==> src/rtl/cache_pkg.sv <==
// rtl/cache_pkg.sv - shared cache geometry constants and refill state encoding
package cache_pkg;

    localparam int LINE_BYTES = 64;
    localparam int BEAT_BYTES = 8;
    localparam int BEATS      = 8;
    localparam int INDEX_W    = 6;
    localparam int OFFSET_W   = 6;
    localparam int BEAT_W     = BEAT_BYTES * 8;

    typedef enum logic [2:0] {
        ST_IDLE,
        ST_REQ,
        ST_BEAT,
        ST_WRITE,
        ST_DONE
    } refill_state_t;

endpackage

==> src/rtl/cache_refill_ser.sv <==
// rtl/cache_refill_ser.sv - holds one memory beat and walks it out a byte per cycle
module cache_refill_ser
    import cache_pkg::*;
(
    input  logic              clk,
    input  logic              rst,
    input  logic              load,
    input  logic [BEAT_W-1:0] data,
    output logic              busy,
    output logic [7:0]        byte_out,
    output logic [2:0]        byte_idx,
    output logic              last_byte
);

    logic [BEAT_W-1:0] beat_buf;

    // A load starts an 8-cycle burst on its own; busy drops after byte 7.
    always_ff @(posedge clk) begin
        if (rst) begin
            beat_buf <= '0;
            byte_idx <= '0;
            busy     <= 1'b0;
        end else if (load) begin
            beat_buf <= data;
            byte_idx <= '0;
            busy     <= 1'b1;
        end else if (busy) begin
            if (byte_idx == 3'd7) begin
                busy <= 1'b0;
            end else begin
                byte_idx <= byte_idx + 3'd1;
            end
        end
    end

    assign byte_out  = beat_buf[{byte_idx, 3'b000} +: 8];
    assign last_byte = busy && (byte_idx == 3'd7);

endmodule

==> src/rtl/cache_refill.sv <==
// rtl/cache_refill.sv - line-fill engine from memory beats to cache RAM byte writes
module cache_refill
    import cache_pkg::*;
#(
    parameter int ADDR_W = 32
) (
    input  logic                clk,
    input  logic                rst,
    input  logic                refill_valid,
    output logic                refill_ready,
    input  logic [ADDR_W-1:0]   refill_addr,
    output logic                mem_req_valid,
    input  logic                mem_req_ready,
    output logic [ADDR_W-1:0]   mem_req_addr,
    input  logic                mem_rsp_valid,
    output logic                mem_rsp_ready,
    input  logic [BEAT_W-1:0]   mem_rsp_data,
    input  logic                mem_rsp_last,
    output logic                ram_wen,
    output logic [INDEX_W-1:0]  ram_index,
    output logic [OFFSET_W-1:0] ram_offset,
    output logic [7:0]          ram_data,
    output logic                done,
    output logic                err
);

    localparam logic [2:0]        LAST_BEAT = 3'(BEATS - 1);
    localparam logic [ADDR_W-1:0] LINE_MASK = ~ADDR_W'(LINE_BYTES - 1);

    refill_state_t       state;
    logic [2:0]          beat;
    logic [ADDR_W-1:0]   line_addr;
    logic [INDEX_W-1:0]  index_q;
    logic                beat_load;
    logic                ser_busy;
    logic                ser_last;
    logic [2:0]          byte_idx;
    logic [7:0]          byte_out;

    assign beat_load = mem_rsp_ready && mem_rsp_valid;

    cache_refill_ser u_ser (
        .clk       (clk),
        .rst       (rst),
        .load      (beat_load),
        .data      (mem_rsp_data),
        .busy      (ser_busy),
        .byte_out  (byte_out),
        .byte_idx  (byte_idx),
        .last_byte (ser_last)
    );

    // Handshake outputs are registered and set on the transition into their state.
    always_ff @(posedge clk) begin
        if (rst) begin
            state         <= ST_IDLE;
            refill_ready  <= 1'b1;
            mem_req_valid <= 1'b0;
            mem_rsp_ready <= 1'b0;
            done          <= 1'b0;
            err           <= 1'b0;
            beat          <= '0;
            line_addr     <= '0;
            index_q       <= '0;
        end else begin
            unique case (state)
                ST_IDLE: begin
                    if (refill_valid) begin
                        line_addr     <= refill_addr & LINE_MASK;
                        index_q       <= refill_addr[11:6];
                        beat          <= '0;
                        err           <= 1'b0;
                        refill_ready  <= 1'b0;
                        mem_req_valid <= 1'b1;
                        state         <= ST_REQ;
                    end
                end
                ST_REQ: begin
                    if (mem_req_ready) begin
                        mem_req_valid <= 1'b0;
                        mem_rsp_ready <= 1'b1;
                        state         <= ST_BEAT;
                    end
                end
                ST_BEAT: begin
                    if (mem_rsp_valid) begin
                        mem_rsp_ready <= 1'b0;
                        // The beat counter decides the fill length; last only flags disagreement.
                        if (mem_rsp_last != (beat == LAST_BEAT)) begin
                            err <= 1'b1;
                        end
                        state <= ST_WRITE;
                    end
                end
                ST_WRITE: begin
                    if (ser_last) begin
                        if (beat == LAST_BEAT) begin
                            done  <= 1'b1;
                            state <= ST_DONE;
                        end else begin
                            beat          <= beat + 3'd1;
                            mem_rsp_ready <= 1'b1;
                            state         <= ST_BEAT;
                        end
                    end
                end
                ST_DONE: begin
                    done         <= 1'b0;
                    refill_ready <= 1'b1;
                    state        <= ST_IDLE;
                end
                default: begin
                    state <= ST_IDLE;
                end
            endcase
        end
    end

    assign mem_req_addr = line_addr;
    assign ram_wen      = ser_busy;
    assign ram_index    = index_q;
    assign ram_offset   = {beat, byte_idx};
    assign ram_data     = byte_out;

endmodule

==> config.mk <==
export PLATFORM = sky130hd
export DESIGN_NAME = cache_refill
export DESIGN_NICKNAME = d
export VERILOG_FILES = /design/src/rtl/cache_pkg.sv /design/src/rtl/cache_refill_ser.sv /design/src/rtl/cache_refill.sv
export SDC_FILE = /design/constraint.sdc
export NUM_CORES = 1
export LEC_CHECK = 0
export CAP_MARGIN = 30
export CORE_ASPECT_RATIO = 1.4
export CORE_UTILIZATION = 42
export CTS_BUF_LIST = sky130_fd_sc_hd__clkbuf_4 sky130_fd_sc_hd__clkbuf_8
export DETAILED_ROUTE_END_ITERATION = 10
export GPL_TIMING_DRIVEN = 0
export PLACE_DENSITY_LB_ADDON = 0.05
export SLEW_MARGIN = 5
export SYNTH_ARGS = -nofsm -noshare
export SYNTH_HDL_FRONTEND = slang
export SYNTH_SLANG_ARGS = --single-unit
==> constraint.sdc <==
create_clock -name clk -period 1.7 [get_ports clk]
set_input_delay 0.34 -clock clk [delete_from_list [all_inputs] [get_ports clk]]
set_output_delay 0.34 -clock clk [all_outputs]
set_load 0.03 [all_outputs]
**After elaboration in Yosys (flattened, before gate mapping)**

Index checks and enable logic that the tools add are counted.

- Bits in registers: 111
- Input port bits: 102
- Output and inout port bits: 58
- Word-level logic and storage cells: 78

- $add $sub $neg: 2
- Equal/unequal tests: 14
- Shift operators: 1
- Multiplexer cells: 29
- Bitwise logic cells: 1
- Reductions and logical operators: 19

Operators with widths:

| kind | count |
|---|---|
| variable part select 64 x 7 -> 8 bit | 1 |
| two-way mux 3 bit | 8 |
| two-way mux 1 bit | 14 |
| != test 2 bit, second input constant | 7 |
| case mux 3 bit (4 select lines) | 1 |
| AND reduction 4 bit | 3 |
| nonzero test 2 bit | 5 |
| equality test 3 bit, second input constant | 3 |
| case mux 1 bit (2 select lines) | 4 |
| adder 3 x 1 -> 3 bit, second input constant | 2 |
| equality test 3 x 2 -> 1 bit, second input constant | 2 |
| case mux 3 bit (2 select lines) | 1 |
| AND reduction 2 bit | 3 |
| AND reduction 3 bit | 2 |
| AND reduction 5 bit | 1 |
| equality test 3 x 1 -> 1 bit, second input constant | 1 |
| logical NOT 3 bit | 1 |
| case mux 1 bit (3 select lines) | 1 |
| nonzero test 3 bit | 1 |
| logical AND 1 bit | 2 |
| OR reduction 2 bit | 1 |
| != test 1 bit | 1 |
| NOT 1 bit | 1 |

**Logic depth before layout (Yosys ltp)**

Gate-level depths: netlist of the first run.

- Depth in word-level cells: 5
- Gate-level depth with buffers: 6
- Mapped depth without buffers: 5

**Cells and area by module**

Synthesis of the first run repeated with hierarchy kept, for this count alone.

- Cell total of the unflattened synthesis: 439
- Area, all modules: 4525.6 um2

By module, submodules not included:

| module | instances | cells an instance | area an instance (um2) | seq. area each (um2) |
|---|---|---|---|---|
| cache_refill_ser | 1 | 253 | 2954.1 | 1361.3 |
| cache_refill | 1 | 186 | 1571.5 | 740.7 |

**Least setup slack after synthesis of the first run**

OpenSTA, ideal clock, no wires.

- Kind: register -> output
- From: register u_ser.byte_idx[0]
- To: output ram_data[4]
- Arrival time: 1.710 ns
- Data required time: 1.360 ns
- Setup slack: -0.350 ns
- Stages on the path, launching flop included: 5
- Buffers on the path: 2
- Cells stage by stage: dfxtp_1 -> buf_6 -> buf_6 -> mux4_2 -> mux2_2

- Cells in the longest elaborated chain, start to end: 1

RTL lines:

| element | line | RTL |
|---|---|---|
| start: declaration | cache_refill_ser.sv:11 | `output logic [2:0] byte_idx,` |
| start signal: assignment | cache_refill_ser.sv:31 | `byte_idx <= byte_idx + 3'd1;` |
| variable part select 64 x 7 -> 8 bit | cache_refill_ser.sv:36 | `assign byte_out = beat_buf[{byte_idx, 3'b000} +: 8];` |
| end: declaration | cache_refill.sv:22 | `output logic [7:0] ram_data,` |

Every way passes these cells.

**Worst setup path after layout of the first run**

Same ends and word-level chain as after synthesis.

==> results of run 1 <==
## registers in the layout, summed over array words and instances, names as in the netlist, 3 cells and up
| name | count |
|---|---|
| beat | 3 |
| state | 3 |
| u_ser.beat_buf | 64 |
| mem_req_addr | 21 |
| ram_index | 5 |
| u_ser.byte_idx | 3 |
## how the worst max path moves through the flow
stage | from | end | cells past startpoint | slack (ns)
3_5_place_dp | u_ser.byte_idx[0] | ram_data[4] | 5 | -0.70
4_1_cts | u_ser.byte_idx[0] | ram_data[4] | 5 | -0.57
6_report | u_ser.byte_idx[0] | ram_data[4] | 5 | -0.53
5_1_grt | u_ser.byte_idx[0] | ram_data[4] | 5 | -0.59
2_1_floorplan | u_ser.byte_idx[0] | ram_data[4] | 4 | -0.12
3_3_place_gp | u_ser.byte_idx[0] | ram_data[5] | 5 | -0.69
## cell families (layout without fill, tap and decap cells)
family                   count (synthesis)  after routing  share of synthesized area [%]
AO/OA/AOI/OAI                          108            108                          13.19
XOR/XNOR                                 2              2                         0.3939
adder cells (fa/ha/maj)                  5              5                          1.406
buffers and inverters                   53            221                          7.482
flip-flops                             105            105                          47.26
multiplexers                            27             27                          10.80
other                                    1              6                        0.08431
AND/OR/NAND/NOR                        209            209                          19.38
## power by group through the flow
stage	Combinational, W	Sequential [W]	Clock (W)
3_3_place_gp	0.000946	0.00266	0
2_1_floorplan	0.000400	0.00276	0
5_1_grt	0.00102	0.00262	0.00190
6_report	0.000948	0.00261	0.00177
3_5_place_dp	0.000957	0.00267	0
4_1_cts	0.000946	0.00261	0.00180
## what timing repair did
action                                 in CTS  in global routing
setup buffers                               5                  2
setup endpoints to repair                  55                 51
endpoints found under the hold margin       0                  0
resized for setup                         109                 16
pin swaps                                   1                  2
## worst max-delay path: cells and delay by family, from the launching register on
family,cells,cell delay [ns]
flops,1,0.37
mux,2,0.78
buf+inv,3,0.38
## routing by layer
metal / track usage (%) / part of all wire [%]
met5: 0 / 0
met4: 8.631 / 1.5
met3: 4.175 / 5.7
met2: 43.61 / 54
met1: 27.04 / 39
## layout make-up
cell class	instances	area, sq um
multi-input combinational	357	2072
buffer	51	384.1
clock buffer	11	145.1
timing repair buffer	153	1519
sequential	105	2110
clock inverter	5	85.08
tap	138	172.7
inverter	1	3.754
fill	963	3859
## cell usage in the layout (no fill, tap or decap), types with 2 or more instances in the layout
| cell | count |
|---|---|
| o21a_1 | 2 |
| mux2_4 | 8 |
| clkbuf_4 | 2 |
| o311ai_0 | 3 |
| dfxtp_4 | 2 |
| clkbuf_2 | 7 |
| buf_4 | 18 |
| ha_1 | 4 |
| inv_6 | 2 |
| nand3_1 | 4 |
| nand2_1 | 184 |
| xnor2_1 | 2 |
| buf_12 | 7 |
| dfxtp_1 | 103 |
| buf_6 | 15 |
| dlygate4sd1_1 | 2 |
| clkdlybuf4s50_1 | 94 |
| mux2i_1 | 3 |
| clkbuf_8 | 10 |
| bufinv_16 | 2 |
| nor2_1 | 5 |
| nor3_1 | 3 |
| mux4_2 | 16 |
| conb_1 | 6 |
| a21oi_1 | 96 |
| clkbuf_1 | 14 |
| dlygate4sd2_1 | 44 |
## metrics by stage
step / setup slack [ns] / cells
finish: -0.5343 / 821
global route: -0.5873 / 821
CTS: -0.5723 / 819
detailed placement: -0.6971 / 799
global placement: -0.6861 / 799
floorplan: -0.1228 / 515
==> reports/results.ini, run 1 <==
[place]
gp_congestion=0.7973
io_buffers=146
dp_hpwl_mm=9.225
postPlaceCellArea_sq_mm=0.006160

[worst_setup_path]
r2r_end=u_ser.byte_idx[1]
critical_path_arrival_ns=1.89
crit_path_end_kind=output pin
r2r-start=u_ser.byte_idx[0]
r2r_cells=6
crit_chain=buf_12 -> buf_12 -> mux4_2 -> mux2_4 -> buf_6
rrSetupSlack_ns=0.08
critPathKind=reg -> out
worstPathRequired_ns=1.36
crit_path_max_fanout=5
slowest_stage=mux4_2
cp_common_cell=buf_12
max_stage_delay_ns=0.50
start_kind=flop

[power]
total_leakage_power_nw=2.539
seqPwrFrac_pct=49.0
fin_total_pwr_w=0.005322
p_per_area_mw_per_mm2=819.8
p_sw_share_pct=26.35
p_sw_w=0.001402
internal-power_w=0.003919
comb_power_share_pct=17.8
vdd.ir_drop.worst_uv=440.0
p_clk_share_pct=33.2

[final_layout]
final_util_pct=62.72
final_area_sq_mm=0.006491
drive_above_1_share_pct=15.08
nets=785
syn2layout_area_growth_pct=45.94
antennaDiodeCount=0

[timing]
period_share_pct=131.4
final-max-slew-violation-count=0
timing.hold.ws_ns=0.3058
tightest_slew_ns=0.6825
min_period_ns=2.234
fin_tns_setup_ns=-4.165
setup_viol=8
fin_skew_ns=0.009826
finalHoldViolCount=0
rsz0062_at_grt=yes
finalWorstSetupSlack_ns=-0.5343
slew_headroom_pct=54.50
fmax_mhz=447.6

[min_path]
holdPathStages=2
holdPathEnd=state[0]
hold_path_class=in -> reg
holdCritStartpoint=rst

[global_routing]
overflow=0
grt_usage_pct=23.69
grt_pass1_wl_mm=19.22
antenna_found_initial=0
grt_max_degree=18
grt_pass1_vias=3999

[routing]
drt_iter0_drc=196
drc=1
dr.pass1.iters=8
route.vias.total=4106
vias_per_cell=5.001
drt-total-wl_mm=12.54
routedWlPerCell_um=15.28
antenna_left=0

[clocking]
cts_hold_repair.buffers=0
clkSlewWorstSetupHoldPaths_ns=0.10
cts.path.max_buffers=2
numCtsBuffers=9
cts-root-buf=clkbuf_8
clk_latency_ns=0.37
cts_tree=yes
numClockSinks=105
h-tree-depth=3

[logic_synthesis]
synth_top_area_cell=dfxtp_1
yosysMostFrequentCell=nand2_1
synthCells=510
synth_cell_types=39
async_reset_ff_share_pct=0
synth-edff-count=0
avgSynthCellArea_sq_um=8.722
synthesis.area_sq_mm=0.004448
synthTopCellsByArea=dfxtp_1 (47%), nand2_1 (16%), a21oi_1 (11%), mux4_2 (8.1%), buf_6 (2.3%)
synth_common_cells=nand2_1 (184), dfxtp_1 (105), a21oi_1 (96)
seq_area_frac_synth_pct=47.26
synth.top_cell.area_share_pct=47.26
yosysWarningCount=0
ys_ff_latch=105
synth_ff_type=dfxtp_1

[status]
violations=DRC, setup timing
status=finished with violations

[die]
die-area_sq_mm=0.01101
die_h_um=123.8
initial_core_util_pct=42.98
fp-row-count=44
die_w_um=88.98
io_pins=160
core_area_sq_mm=0.01035

[flow_run]
drv_cap=0

Note: power is estimated with default switching activity, not from simulation.
==> run 2: changes to the inputs <==
--- a/config.mk
+++ b/config.mk
@@ -11,6 +11,7 @@
 export CTS_BUF_LIST = sky130_fd_sc_hd__clkbuf_4 sky130_fd_sc_hd__clkbuf_8
 export DETAILED_ROUTE_END_ITERATION = 10
 export GPL_TIMING_DRIVEN = 0
+export MAX_ROUTING_LAYER = met4
 export PLACE_DENSITY_LB_ADDON = 0.05
 export SLEW_MARGIN = 5
 export SYNTH_ARGS = -nofsm -noshare
==> reports/results.ini, run 2 (synthesis gave the netlist of run 1 again) <==
[status]
status=finished with violations  ; unchanged
violations=setup timing  ; was DRC, setup timing

[routing]
vias_per_cell=4.948  ; was 5.001
antenna_left=0  ; unchanged
drt-total-wl_mm=12.52  ; was 12.54 mm
dr.pass1.iters=4  ; was 8
drt_iter0_drc=201  ; was 196
drc=0  ; was 1
routedWlPerCell_um=15.25  ; was 15.28 um
route.vias.total=4062  ; was 4106

[timing]
slew_headroom_pct=55.41  ; was 54.50%
finalWorstSetupSlack_ns=-0.5336  ; was -0.5343 ns
final-max-slew-violation-count=0  ; unchanged
fin_skew_ns=0.01100  ; was 0.009826 ns
finalHoldViolCount=0  ; unchanged
setup_viol=8  ; unchanged
rsz0062_at_grt=yes  ; unchanged
min_period_ns=2.234  ; about the same
period_share_pct=131.4  ; about the same
fmax_mhz=447.7  ; was 447.6 MHz
tightest_slew_ns=0.6689  ; was 0.6825 ns

[clocking]
numClockSinks=105  ; unchanged
cts_hold_repair.buffers=0  ; unchanged
cts-root-buf=clkbuf_8  ; unchanged
h-tree-depth=3  ; unchanged
numCtsBuffers=9  ; unchanged
clkSlewWorstSetupHoldPaths_ns=0.10  ; about the same
clk_latency_ns=0.38  ; was 0.37 ns
cts_tree=yes  ; unchanged
cts.path.max_buffers=2  ; unchanged

[worst_setup_path]
worstPathRequired_ns=1.36  ; about the same
crit_path_max_fanout=5  ; unchanged
critPathKind=reg -> out  ; unchanged
start_kind=flop  ; unchanged
rrSetupSlack_ns=0.09  ; was 0.08 ns
crit_path_end_kind=output pin  ; unchanged
critical_path_arrival_ns=1.89  ; about the same

[place]
dp_hpwl_mm=9.225  ; unchanged
dp_slack_ns=-0.6971  ; unchanged
io_buffers=146  ; unchanged
gp_congestion=0.8086  ; was 0.7973

[global_routing]
overflow=0  ; unchanged
grt_pass1_wl_mm=19.22  ; about the same
grt_max_degree=18  ; unchanged
grt_usage_pct=24.38  ; was 23.69%
grt_pass1_vias=3988  ; was 3999
antenna_found_initial=0  ; unchanged

[die]
fp-row-count=44  ; unchanged
die-area_sq_mm=0.01101  ; unchanged
die_w_um=88.98  ; unchanged
die_h_um=123.8  ; unchanged
io_pins=160  ; unchanged
initial_core_util_pct=42.98  ; unchanged
core_area_sq_mm=0.01035  ; unchanged

[final_layout]
drive_above_1_share_pct=15.08  ; unchanged
largest_reg_flops=64  ; unchanged
layout.cells.most_common=nand2_1  ; unchanged
largest-register=u_ser.beat_buf  ; unchanged
final_util_pct=62.72  ; unchanged
syn2layout_area_growth_pct=45.94  ; unchanged
nets=785  ; unchanged
final_cell_mix=nand2_1 (184), dfxtp_1 (103), a21oi_1 (96)  ; unchanged
antennaDiodeCount=0  ; unchanged

[power]
total_leakage_power_nw=2.539  ; unchanged
vdd.ir_drop.worst_uv=436.3  ; was 440.0 uV
p_per_area_mw_per_mm2=819.2  ; was 819.8 mW/mm^2

[flow_run]
drv_cap=0  ; unchanged

[min_path]
hold_path_class=in -> reg  ; unchanged

-- run 2: cell counts in the layout (fill, tap and decap cells not counted) --
Identical to the previous run, type by type.
-- run 2: final cells by class --
cell class	count	area, sq um
Multi-Input combinational cell	357	2072
Sequential cell	105	2110
Fill cell	963	3859
Buffer	51	384.1
Inverter	1	3.754
Clock inverter	5	85.08
Timing Repair Buffer	153	1519
Clock buffer	11	145.1
Tap cell	138	172.7
-- run 2: per-layer routing --
| layer | vias up | wire length [um] | GRT usage [%] |
|---|---|---|---|
| met1 | 1890 | 4855 | 27.17 |
| met5 | - | 0 | - |
| met2 | 133 | 6736 | 43.65 |
| met3 | 13 | 711 | 3.976 |
| met4 | 0 | 215 | 8.631 |
| li1 | 2026 | - | - |
-- run 2: worst paths after layout --
path                      from                 to  cells past startpoint
max reg2reg  u_ser.byte_idx[0]  u_ser.byte_idx[1]                      6
min reg2reg   mem_req_addr[15]   mem_req_addr[15]                      2
min                        rst           state[0]                      2
max          u_ser.byte_idx[0]        ram_data[4]                      5
-- run 2: stage by stage --
| step | power (W) | instance area (sq um) | hold WS, ns | cells | setup TNS, ns |
|---|---|---|---|---|---|
| after floorplan | 0.003160 | 4526 | 0.4331 | 515 | -0.2479 |
| after global placement | 0.003608 | 6160 | 0.4395 | 799 | -30.45 |
| after detailed placement | 0.003624 | 6160 | 0.4444 | 799 | -30.72 |
| after CTS | 0.005355 | 6449 | 0.2951 | 819 | -4.377 |
| after global routing | 0.005545 | 6491 | 0.3295 | 821 | -4.506 |
| final | 0.005318 | 6491 | 0.3068 | 821 | -4.168 |
-- run 2: critical path: stages (launching register included) --
cell     delay (ns)
dfxtp_4        0.37
buf_12         0.12
buf_12         0.12
mux4_2         0.49
mux2_4         0.28
buf_6          0.14
-- run 2: repair_timing --
action,CTS,global route
setup endpoints to repair,55,51
gates resized for setup,109,16
buffers inserted,5,2
pin swaps,1,2
-- run 2: where the power goes --
| part | total, W | internal, W | switching (W) |
|---|---|---|---|
| Sequential | 0.00261 | 0.00255 | 0.0000519 |
| Clock | 0.00176 | 0.000897 | 0.000866 |
| Combinational | 0.000947 | 0.000467 | 0.000480 |
